<file path="src/rtl/uart_cmd_pkg.sv">
// Shared types and constants for the UART command authorization block.
// Holds the receiver and authorization state encodings and the two command
// bytes the authorization FSM reacts to.
package uart_cmd_pkg;

  typedef enum logic [1:0] {
    IDLE  = 2'd0,
    START = 2'd1,
    DATA  = 2'd2,
    STOP  = 2'd3
  } rx_state_t;

  typedef enum logic [1:0] {
    OFF  = 2'd0,
    PWR1 = 2'd1,
    PWR2 = 2'd2
  } auth_state_t;

  localparam logic [7:0] CMD_GO   = 8'h67;  // 'g'
  localparam logic [7:0] CMD_STOP = 8'h73;  // 's'

endpackage

</file>
<file path="src/rtl/uart_cmd_auth_if.sv">
// Signal bundle between the BLE/load-cell side and the authorization block.
//   RX        : async UART line (8N1, LSB first, idle high)
//   rider_off : load cells report no rider (clk-synchronous)
//   pwr_up    : motors authorized
//   rx_data   : last accepted byte
//   rx_rdy    : one-cycle pulse, new rx_data
//   frm_err   : one-cycle pulse, byte rejected for bad stop bit
// master drives RX/rider_off; slave (the block) drives the rest.
interface uart_cmd_auth_if;
  logic       RX;
  logic       rider_off;
  logic       pwr_up;
  logic [7:0] rx_data;
  logic       rx_rdy;
  logic       frm_err;

  modport master (output RX, rider_off, input pwr_up, rx_data, rx_rdy, frm_err);
  modport slave  (input RX, rider_off, output pwr_up, rx_data, rx_rdy, frm_err);
endinterface

</file>
<file path="src/rtl/uart_rx_byte.sv">
// 8N1 UART byte receiver: RX synchronizer + edge detect, IDLE/START/DATA/STOP
// FSM, baud and bit counters.
//   clk, rst_n : clock, synchronous active-low reset
//   rx         : async serial line
//   rx_data    : last accepted byte
//   rx_rdy     : one-cycle pulse per accepted byte
//   frm_err    : one-cycle pulse per byte rejected for a low stop bit
// Macro FRAMING_CHK_EN enables stop-bit checking; without it the stop bit is
// ignored and frm_err is constant 0.
module uart_rx_byte
  import uart_cmd_pkg::*;
#(
  parameter int BAUD_DIV = 2604
) (
  input  logic       clk,
  input  logic       rst_n,
  input  logic       rx,
  output logic [7:0] rx_data,
  output logic       rx_rdy,
  output logic       frm_err
);

  localparam int CW = $clog2(BAUD_DIV + 1);
  localparam logic [CW-1:0] HALF_M1 = CW'(BAUD_DIV / 2 - 1);
  localparam logic [CW-1:0] FULL_M1 = CW'(BAUD_DIV - 1);

  logic            s1, s2, s3;
  logic            fall;
  rx_state_t       state_q, state_d;
  logic [CW-1:0]   cnt;
  logic [3:0]      bit_cnt;
  logic [7:0]      shreg;
  logic            cnt_clr, bit_clr, shift_en, stop_done;

  // s1/s2 synchronize; s3 is the delayed copy for falling-edge detect.
  always_ff @(posedge clk) begin
    if (!rst_n) {s1, s2, s3} <= 3'b111;
    else begin
      s1 <= rx;
      s2 <= s1;
      s3 <= s2;
    end
  end

  assign fall = s3 & ~s2;

  always_ff @(posedge clk) begin
    if (!rst_n) state_q <= IDLE;
    else        state_q <= state_d;
  end

  always_comb begin
    state_d   = state_q;
    cnt_clr   = 1'b0;
    bit_clr   = 1'b0;
    shift_en  = 1'b0;
    stop_done = 1'b0;
    case (state_q)
      IDLE: begin
        cnt_clr = 1'b1;
        if (fall) state_d = START;
      end
      START: if (cnt == HALF_M1) begin
        cnt_clr = 1'b1;
        bit_clr = 1'b1;
        state_d = s2 ? IDLE : DATA;  // high at mid-start = glitch
      end
      DATA: if (cnt == FULL_M1) begin
        cnt_clr  = 1'b1;
        shift_en = 1'b1;
        if (bit_cnt == 4'd7) state_d = STOP;
      end
      STOP: if (cnt == FULL_M1) begin
        cnt_clr   = 1'b1;
        stop_done = 1'b1;
        // an edge arriving as we return to idle starts the next frame
        state_d   = fall ? START : IDLE;
      end
      default: state_d = IDLE;
    endcase
  end

  always_ff @(posedge clk) begin
    if (!rst_n) begin
      cnt     <= '0;
      bit_cnt <= '0;
      shreg   <= '0;
      rx_data <= '0;
      rx_rdy  <= 1'b0;
      frm_err <= 1'b0;
    end else begin
      rx_rdy  <= 1'b0;
      frm_err <= 1'b0;
      cnt     <= cnt_clr ? '0 : cnt + 1'b1;
      if (bit_clr) bit_cnt <= '0;
      if (shift_en) begin
        shreg   <= {s2, shreg[7:1]};
        bit_cnt <= bit_cnt + 4'd1;
      end
      if (stop_done) begin
`ifdef FRAMING_CHK_EN
        if (s2) begin
          rx_data <= shreg;
          rx_rdy  <= 1'b1;
        end else begin
          frm_err <= 1'b1;
        end
`else
        rx_data <= shreg;
        rx_rdy  <= 1'b1;
`endif
      end
    end
  end

endmodule

</file>
<file path="src/rtl/uart_cmd_auth.sv">
// Segway power authorization over a BLE UART link. A 'g' byte arms the
// motors, 's' disarms once the rider has stepped off (or waits in PWR2 for
// rider_off if a rider is still on).
//   clk, rst_n : clock, synchronous active-low reset
//   bus        : uart_cmd_auth_if.slave (RX, rider_off in; pwr_up, rx_data,
//                rx_rdy, frm_err out)
// Macro FRAMING_CHK_EN (passed to uart_rx_byte) rejects bytes with a low stop bit.
module uart_cmd_auth
  import uart_cmd_pkg::*;
#(
  parameter int BAUD_DIV = 2604
) (
  input  logic            clk,
  input  logic            rst_n,
  uart_cmd_auth_if.slave  bus
);

  logic [7:0]  rx_data;
  logic        rx_rdy, frm_err;
  auth_state_t state_q, state_d;

  uart_rx_byte #(.BAUD_DIV(BAUD_DIV)) u_rx (
    .clk     (clk),
    .rst_n   (rst_n),
    .rx      (bus.RX),
    .rx_data (rx_data),
    .rx_rdy  (rx_rdy),
    .frm_err (frm_err)
  );

  always_ff @(posedge clk) begin
    if (!rst_n) state_q <= OFF;
    else        state_q <= state_d;
  end

  always_comb begin
    state_d = state_q;
    case (state_q)
      OFF:  if (rx_rdy && rx_data == CMD_GO) state_d = PWR1;
      PWR1: if (rx_rdy && rx_data == CMD_STOP) state_d = bus.rider_off ? OFF : PWR2;
      // 'g' wins over a simultaneous rider_off
      PWR2: if (rx_rdy && rx_data == CMD_GO) state_d = PWR1;
            else if (bus.rider_off)          state_d = OFF;
      default: state_d = OFF;
    endcase
  end

  assign bus.pwr_up  = (state_q != OFF);
  assign bus.rx_data = rx_data;
  assign bus.rx_rdy  = rx_rdy;
  assign bus.frm_err = frm_err;

endmodule

</file>
<file path="src/flat_wrapper.sv">
// flat-port wrapper written by rule: the top's interface ports become plain ports
module uart_cmd_auth_flat import uart_cmd_pkg::*;
#(
  parameter int BAUD_DIV = 2604
)
  (clk, rst_n, bus_RX, bus_rider_off, bus_pwr_up, bus_rx_data, bus_rx_rdy, bus_frm_err);
  uart_cmd_auth_if bus_i ();
  input  logic clk;
  input  logic rst_n;
  input wire logic [$bits(bus_i.RX)-1:0] bus_RX;
  input wire logic [$bits(bus_i.rider_off)-1:0] bus_rider_off;
  output wire logic [$bits(bus_i.pwr_up)-1:0] bus_pwr_up;
  output wire logic [$bits(bus_i.rx_data)-1:0] bus_rx_data;
  output wire logic [$bits(bus_i.rx_rdy)-1:0] bus_rx_rdy;
  output wire logic [$bits(bus_i.frm_err)-1:0] bus_frm_err;
  assign bus_i.RX = bus_RX;
  assign bus_i.rider_off = bus_rider_off;
  assign bus_pwr_up = bus_i.pwr_up;
  assign bus_rx_data = bus_i.rx_data;
  assign bus_rx_rdy = bus_i.rx_rdy;
  assign bus_frm_err = bus_i.frm_err;
  uart_cmd_auth #(.BAUD_DIV(BAUD_DIV)) u_core (.clk(clk), .rst_n(rst_n), .bus(bus_i));
endmodule
</file>
<file path="config.mk">
export PLATFORM = sky130hd
export DESIGN_NAME = uart_cmd_auth_flat
export DESIGN_NICKNAME = d
export VERILOG_FILES = /design/src/rtl/uart_cmd_pkg.sv /design/src/rtl/uart_cmd_auth_if.sv /design/src/rtl/uart_rx_byte.sv /design/src/rtl/uart_cmd_auth.sv /design/src/flat_wrapper.sv
export SDC_FILE = /design/constraint.sdc
export NUM_CORES = 1
export LEC_CHECK = 0
export CORE_MARGIN = 2
export CORE_UTILIZATION = 53
export CTS_BUF_LIST = sky130_fd_sc_hd__clkbuf_4
export DETAILED_ROUTE_END_ITERATION = 8
export GPL_TIMING_DRIVEN = 0
export PLACE_DENSITY = 0.78
export SYNTH_ARGS = -nofsm -noshare
export SYNTH_HDL_FRONTEND = slang
export SYNTH_SLANG_ARGS = --single-unit
</file>
<file path="constraint.sdc">
create_clock -name clk -period 1.71 [get_ports clk]
set_input_delay 0.2565 -clock clk [delete_from_list [all_inputs] [get_ports clk]]
set_output_delay 0.2565 -clock clk [all_outputs]
set_load 0.02 [all_outputs]
</file>
==> results of run 1 <==
worst max-delay path, delay by kind of cell (launching register included):
family / cells / cell delay (ns)
and+or+nand+nor: 2 / 0.43
buffers and inverters: 2 / 0.26
DFF: 1 / 0.38
AOI/OAI and AO/OA: 2 / 0.36
adders and majority gates: 1 / 0.16
where the power goes:
part	switching [uW]	leakage (uW)	internal [uW]
sequential	4.63	0.000325	934
clock	330	0.0000274	162
combinational	25.8	0.000434	18.3
layout make-up:
type / instances / area [um^2] / area share
clock buffer: 5 / 37.5 / 0.0173
sequential: 40 / 810 / 0.374
tap: 44 / 55.1 / 0.0254
buffer: 10 / 72.6 / 0.0335
inverter: 7 / 26.3 / 0.0121
clock inverter: 3 / 23.8 / 0.0110
multi-input combinational: 141 / 947 / 0.437
timing repair buffer: 20 / 195 / 0.0901
per-layer routing:
metal	track usage	vias to the layer above	routed length, um
met5	0	-	0
met2	0.341	28	1830
met4	0.0881	0	47
met1	0.294	715	1750
met3	0.0651	6	139
li1	-	740	-
sequential cells by signal, summed over array words and instances, names as in the netlist, named ones only:
| register | cells |
|---|---|
| u_core.u_rx.s3 | 1 |
| u_core.u_rx.s2 | 1 |
| u_core.u_rx.s1 | 1 |
| u_core.state_q | 2 |
| u_core.u_rx.state_q | 1 |
| u_core.u_rx.rx_rdy | 1 |
| u_core.u_rx.cnt | 12 |
| u_core.u_rx.shreg | 8 |
| u_core.u_rx.rx_data | 8 |
| u_core.u_rx.bit_cnt | 4 |
synth_stat cells, drive strengths merged (2+ instances only):
| cell | instances | share of area |
|---|---|---|
| xor2 | 4 | 0.020 |
| dfxtp | 40 | 0.46 |
| xnor2 | 5 | 0.025 |
| o211ai | 2 | 0.0085 |
| buf | 6 | 0.021 |
| nor2 | 23 | 0.049 |
| nor3 | 7 | 0.020 |
| nand2b | 4 | 0.014 |
| clkbuf | 4 | 0.0085 |
| mux2i | 8 | 0.046 |
| nand4 | 6 | 0.025 |
| o21ai | 4 | 0.011 |
| nand3b | 5 | 0.021 |
| nand4b | 2 | 0.010 |
| nand2 | 23 | 0.049 |
| nor2b | 3 | 0.011 |
| nand3 | 7 | 0.023 |
| nor4bb | 2 | 0.011 |
| o22ai | 4 | 0.014 |
| or3 | 2 | 0.0071 |
| inv | 7 | 0.015 |
| ha | 3 | 0.021 |
| nor4b | 2 | 0.022 |
| a21oi | 11 | 0.031 |
worst min-delay path by stage:
stage	to	slack (ns)
floorplan	u_core.u_rx.s1	0.36
CTS	u_core.u_rx.s3	0.23
global placement	u_core.u_rx.s2	0.40
finish	u_core.u_rx.s3	0.23
global route	u_core.u_rx.s3	0.27
detailed placement	u_core.u_rx.s2	0.40
repair_timing:
item	CTS	global route
buffers inserted	3	4
pin swaps	5	6
endpoints found under the setup margin	27	33
resized for setup	17	8
gates cloned	0	1
layout by cell type, fill, tap and decap left out, drive strengths merged, types with 4 or more instances in the layout:
| master | synthesis | routed |
|---|---|---|
| a21oi | 11 | 11 |
| buf | 6 | 12 |
| clkbuf | 4 | 11 |
| clkdlybuf4s50 | 0 | 10 |
| dfxtp | 40 | 40 |
| inv | 7 | 7 |
| mux2i | 8 | 8 |
| nand2 | 23 | 23 |
| nand2b | 4 | 4 |
| nand3 | 7 | 7 |
| nand3b | 5 | 5 |
| nand4 | 6 | 6 |
| nor2 | 23 | 23 |
| nor3 | 7 | 7 |
| o21ai | 4 | 4 |
| o22ai | 4 | 4 |
| xnor2 | 5 | 5 |
| xor2 | 4 | 4 |
metrics by stage:
step	std cells	total power, uW
floorplan	198	987
global placement	254	999
detailed placement	254	1000
CTS	265	1480
global route	270	1520
finish	270	1470
cell families (layout without fill, tap and decap cells):
family                     Yosys count  count (layout)
and+or+nand+nor                     93              93
DFF                                 40              40
AOI/OAI and AO/OA                   27              27
buffers and inverters               17              45
xor gates and xnor gates             9               9
muxes                                8               8
adders and majority gates            3               3
other                                1               1
==> results.py, run 1 <==
metrics = {
    "timing": {
        "rsz0062_at_grt": "yes",
        "setup_ws_ns": 0.0395,
        "min_period_over_period": 0.977,
        "setup_violations": 0,
        "holdWs_ns": 0.231,
        "fin_crit_ns": 1.67,
        "finalSetupTns_ns": 0,
        "max_freq_mhz": 599,
        "clock_skew_ns": 0.0149,
        "drv_slew": 0,
        "hold_viol": 0,
    },
    "finish": {
        "post-route-util": 0.698,
        "areaGrowthSynthToFinish_pct": 23.4,
        "fin_nets": 232,
        "n_antenna_cell": 0,
        "drive_gt1_frac": 0.168,
        "fill_cells": 245,
        "postLayoutCellArea_mm2": 0.00217,
    },
    "placement": {
        "place_congestion": 0.881,
        "dp_hpwl_um": 2540,
        "port_buffers": 12,
        "dp_worst_setup_slack_ns": -0.186,
        "placed_area_mm2": 0.00193,
    },
    "yosys": {
        "syn_inst": 198,
        "synth_xor_area_frac": 0.0449,
        "syn-cell-area_mm2": 0.00176,
        "synth-edff-count": 0,
        "synth_mux_area_frac": 0.0456,
        "synth_adder_area_share": 0.0214,
        "yosys_warnings": 0,
        "synth_ff_type": "dfxtp_1",
        "ys_types": 43,
        "synth_compound_area_frac": 0.0933,
        "synth_fp_nets": 205,
        "synthArstFlopShare": 0,
        "seq_area_frac_synth": 0.456,
        "synth_top_family_by_area": "simple AND/OR/NAND/NOR gates",
        "syn_area_per_cell_um2": 8.87,
        "ys_ff_latch": 40,
        "yosys.area_share.simple": 0.292,
    },
    "global_route": {
        "grt_pass1_vias": 1389,
        "grt_start_max_net_pins": 15,
        "grt_pass1_wl_um": 6150,
        "track_usage": 0.222,
        "grt-ovfl-total": 0,
        "antenna_found_initial": 0,
    },
    "route": {
        "routed_wl_um": 3770,
        "drc": 0,
        "vias": 1489,
        "wire_per_inst_um": 14.0,
        "dr.pass1.iters": 4,
        "drt_iter0_drc": 83,
        "ant_nets": 0,
        "vias_per_cell": 5.51,
    },
    "cts": {
        "clkLatencyLatePin_ns": 0.36,
        "cts_tree": "done",
        "ctsLongestPathBuffers": 2,
        "path_clk_slew_ns": 0.13,
        "clock_sinks": 40,
        "cts-root-buf": "clkbuf_4",
        "holdBufCountCts": 0,
        "htreeDepth": 2,
        "numCtsBuffers": 5,
    },
    "die": {
        "fp.dieW_um": 61.6,
        "floorplan.initialDensity": 0.566,
        "die_y_um": 61.6,
        "die_area_mm2": 0.00379,
        "core-area_mm2": 0.00310,
        "rows": 20,
        "io_pins": 15,
    },
    "outcome": {
        "outcome": "finished clean",
    },
    "critical_path": {
        "critical_path.cell_chain": "inv_2, ha_2, nor4bb_4, nand4_1, buf_4, o31ai_4, o22ai_1",
        "crit_slowest_cell": "dfxtp_4",
        "r2r_slack_ns": 0.04,
        "r2r_start": "u_core.u_rx.cnt[1]",
        "cp.required_ns": 1.97,
        "path_class": "flop to flop",
        "cp_slowest_stage_delay_ns": 0.38,
        "rr_worst_depth": 7,
        "crit_path_max_fanout": 4,
        "critPathCaptureType": "flop",
        "r2r_end": "u_core.u_rx.bit_cnt[0]",
        "crit_end": "u_core.u_rx.bit_cnt[0]",
        "critical_path.startpoint": "u_core.u_rx.cnt[1]",
        "worstSetupStartpointType": "flop",
        "cp.arrival_ns": 1.93,
    },
    "power_and_ir_drop": {
        "pwr_density_cell_mw_per_mm2": 680,
        "leakagePower_uw": 0.000786,
        "ir_worst_vdd_uv": 455,
    },
    "flow_run": {
        "max_cap_viol_count": 0,
    },
    "min_path": {
        "min_path_cells": 2,
        "min_path_type": "input pin to flop",
        "hold_start": "rst_n",
    },
}
Power figures use the tool's default switching activity.
==> run 2, diff against run 1 <==
ABC_CLOCK_PERIOD_IN_PS = 1710   (was not set)
TNS_END_PERCENT = 5   (was not set)
==> run 2 against run 1 <==
The run now ends with setup timing left. Wire length is 4.0% lower. Sequential power hardly changed. Non-clock buffer count decreased by 3. Utilization fell by 0.97 points. Combinational power rose by 4%. Critical path depth increased by 1. First-iteration DRC count rose by 29%.
==> results.py, run 2 (synthesis results as in run 1) <==
metrics = {
    "finish": {
        "drive_gt1_frac": 0.161,
        "multi_input_area_um2": 960,
        "top_regs": "u_core.u_rx.cnt (12), u_core.u_rx.rx_data (8), u_core.u_rx.shreg (8)",
        "final_cell_mix": "36 x dfxtp_1, 23 x nand2_1, 23 x nor2_1",
        "fill_cells": 250,
        "post-route-util": 0.689,
        "top_register": "u_core.u_rx.cnt",
        "largest_reg_flops": 12,
        "fin_nets": 229,
        "ff_latch_area_um2": 811,
        "mostFrequentLayoutCell": "dfxtp_1",
        "n_antenna_cell": 0,
        "areaGrowthSynthToFinish_pct": 21.7,
        "stdcell_count": 267,
    },
    "critical_path": {
        "r2r_start": "u_core.u_rx.cnt[1]",
        "path_class": "flop to flop",
        "rr_worst_depth": 8,
        "crit_path_max_fanout": 5,
        "worstSetupStartpointType": "flop",
        "r2r_slack_ns": -0.02,
        "cp.required_ns": 1.96,
        "critPathCaptureType": "flop",
        "cp.arrival_ns": 1.98,
        "r2r_end": "u_core.u_rx.cnt[3]",
    },
    "min_path": {
        "min_path_type": "input pin to flop",
        "min_path_cells": 2,
        "hold_end": "u_core.u_rx.s3",
        "hold_start": "rst_n",
    },
    "global_route": {
        "grt-ovfl-total": 0,
        "track_usage": 0.217,
        "grt_start_max_net_pins": 15,
        "grt_pass1_vias": 1350,
        "antenna_found_initial": 0,
        "use_met2": 0.328,
        "busiest_layer": "met2",
        "grt_pass1_wl_um": 6030,
        "grt_util_met3": 0.0693,
        "use_met1": 0.290,
    },
    "cts": {
        "ctsLongestPathBuffers": 2,
        "cts-root-buf": "clkbuf_4",
        "htreeDepth": 2,
        "cts_tree": "done",
        "clock_sinks": 40,
        "clkLatencyLatePin_ns": 0.36,
        "path_clk_slew_ns": 0.12,
        "holdBufCountCts": 0,
        "numCtsBuffers": 5,
    },
    "flow_run": {
        "max_cap_viol_count": 0,
    },
    "route": {
        "drc": 0,
        "dr.pass1.iters": 4,
        "routed_wl_um": 3620,
        "vias": 1461,
        "drt_iter0_drc": 107,
        "ant_nets": 0,
        "vias_per_cell": 5.47,
        "wire_per_inst_um": 13.6,
    },
    "die": {
        "io_pins": 15,
        "die_area_mm2": 0.00379,
        "fp.dieW_um": 61.6,
        "floorplan.initialDensity": 0.566,
        "rows": 20,
        "die_y_um": 61.6,
        "core-area_mm2": 0.00310,
    },
    "timing": {
        "drv_slew": 0,
        "setup_violations": 11,
        "clock_skew_ns": 0.0132,
        "setup_ws_ns": -0.0175,
        "hold_viol": 0,
        "rsz0062_at_grt": "yes",
        "min_period_over_period": 1.01,
        "finalSetupTns_ns": -0.106,
        "fin_crit_ns": 1.73,
        "max_freq_mhz": 579,
    },
    "placement": {
        "place_congestion": 0.881,
        "port_buffers": 12,
        "dp_worst_setup_slack_ns": -0.186,
        "dp_hpwl_um": 2540,
        "dp_cells": 254,
    },
    "outcome": {
        "violations": "setup timing",
        "outcome": "finished with violations",
    },
    "power_and_ir_drop": {
        "ir_worst_vdd_uv": 448,
        "pwr_density_cell_mw_per_mm2": 687,
        "leakagePower_uw": 0.000761,
    },
}
==> run 2: repair_timing <==
item	CTS	global route
setup endpoints to repair	27	31
pin swaps	2	6
resized for setup	14	13
gates cloned	0	1
setup buffers	1	3
==> run 2: worst max path at each step <==
stage,start,end,cells after the start
after floorplan,u_core.u_rx.cnt[0],u_core.u_rx.bit_cnt[2],5
after global placement,u_core.u_rx.cnt[0],u_core.u_rx.cnt[3],7
after detailed placement,u_core.u_rx.cnt[0],u_core.u_rx.cnt[3],6
after CTS,u_core.u_rx.cnt[1],u_core.u_rx.bit_cnt[2],6
after global routing,u_core.u_rx.cnt[1],u_core.u_rx.cnt[3],8
final,u_core.u_rx.cnt[1],u_core.u_rx.cnt[3],8
==> run 2: worst max-delay path, stage by stage (launching register included) <==
cell and delay [ns]:
dfxtp_4 0.38, inv_2 0.06, ha_4 0.11, nor4bb_4 0.19, nand4_1 0.21, buf_4 0.21, a32oi_4 0.26, buf_6 0.17
nor2_1 0.04
==> run 2: power by group <==
group          switching, uW  internal [uW]
Clock                    322            162
Combinational           26.7           19.3
Sequential              5.06            934
Total                    354           1110
==> run 2: routing by layer <==
layer | share of wire | up-vias
met5 | 0 | -
met4 | 0.0033 | 0
met3 | 0.031 | 2
met2 | 0.49 | 25
met1 | 0.47 | 699
li1 | - | 735
==> run 2: final cells by class <==
cell class,count,area share
Clock inverter,3,0.0111
Tap cell,44,0.0258
Buffer,10,0.0304
Timing Repair Buffer,17,0.0744
Clock buffer,5,0.0176
Multi-Input combinational cell,141,0.449
Inverter,7,0.0123
Sequential cell,40,0.379
==> run 2: stage by stage <==
step / hold slack, ns / power [uW] / cell area (um^2)
final: 0.269 / 1470 / 2140
after global routing: 0.269 / 1530 / 2140
after CTS: 0.233 / 1480 / 2050
after detailed placement: 0.396 / 1000 / 1930
after global placement: 0.398 / 999 / 1930
after floorplan: 0.358 / 987 / 1760
==> run 3, diff against run 2 <==
SLEW_MARGIN = 25   (was not set)
==> results of run 3 <==
Same layout as run 2: the final DEF is identical, and so are final timing and power.
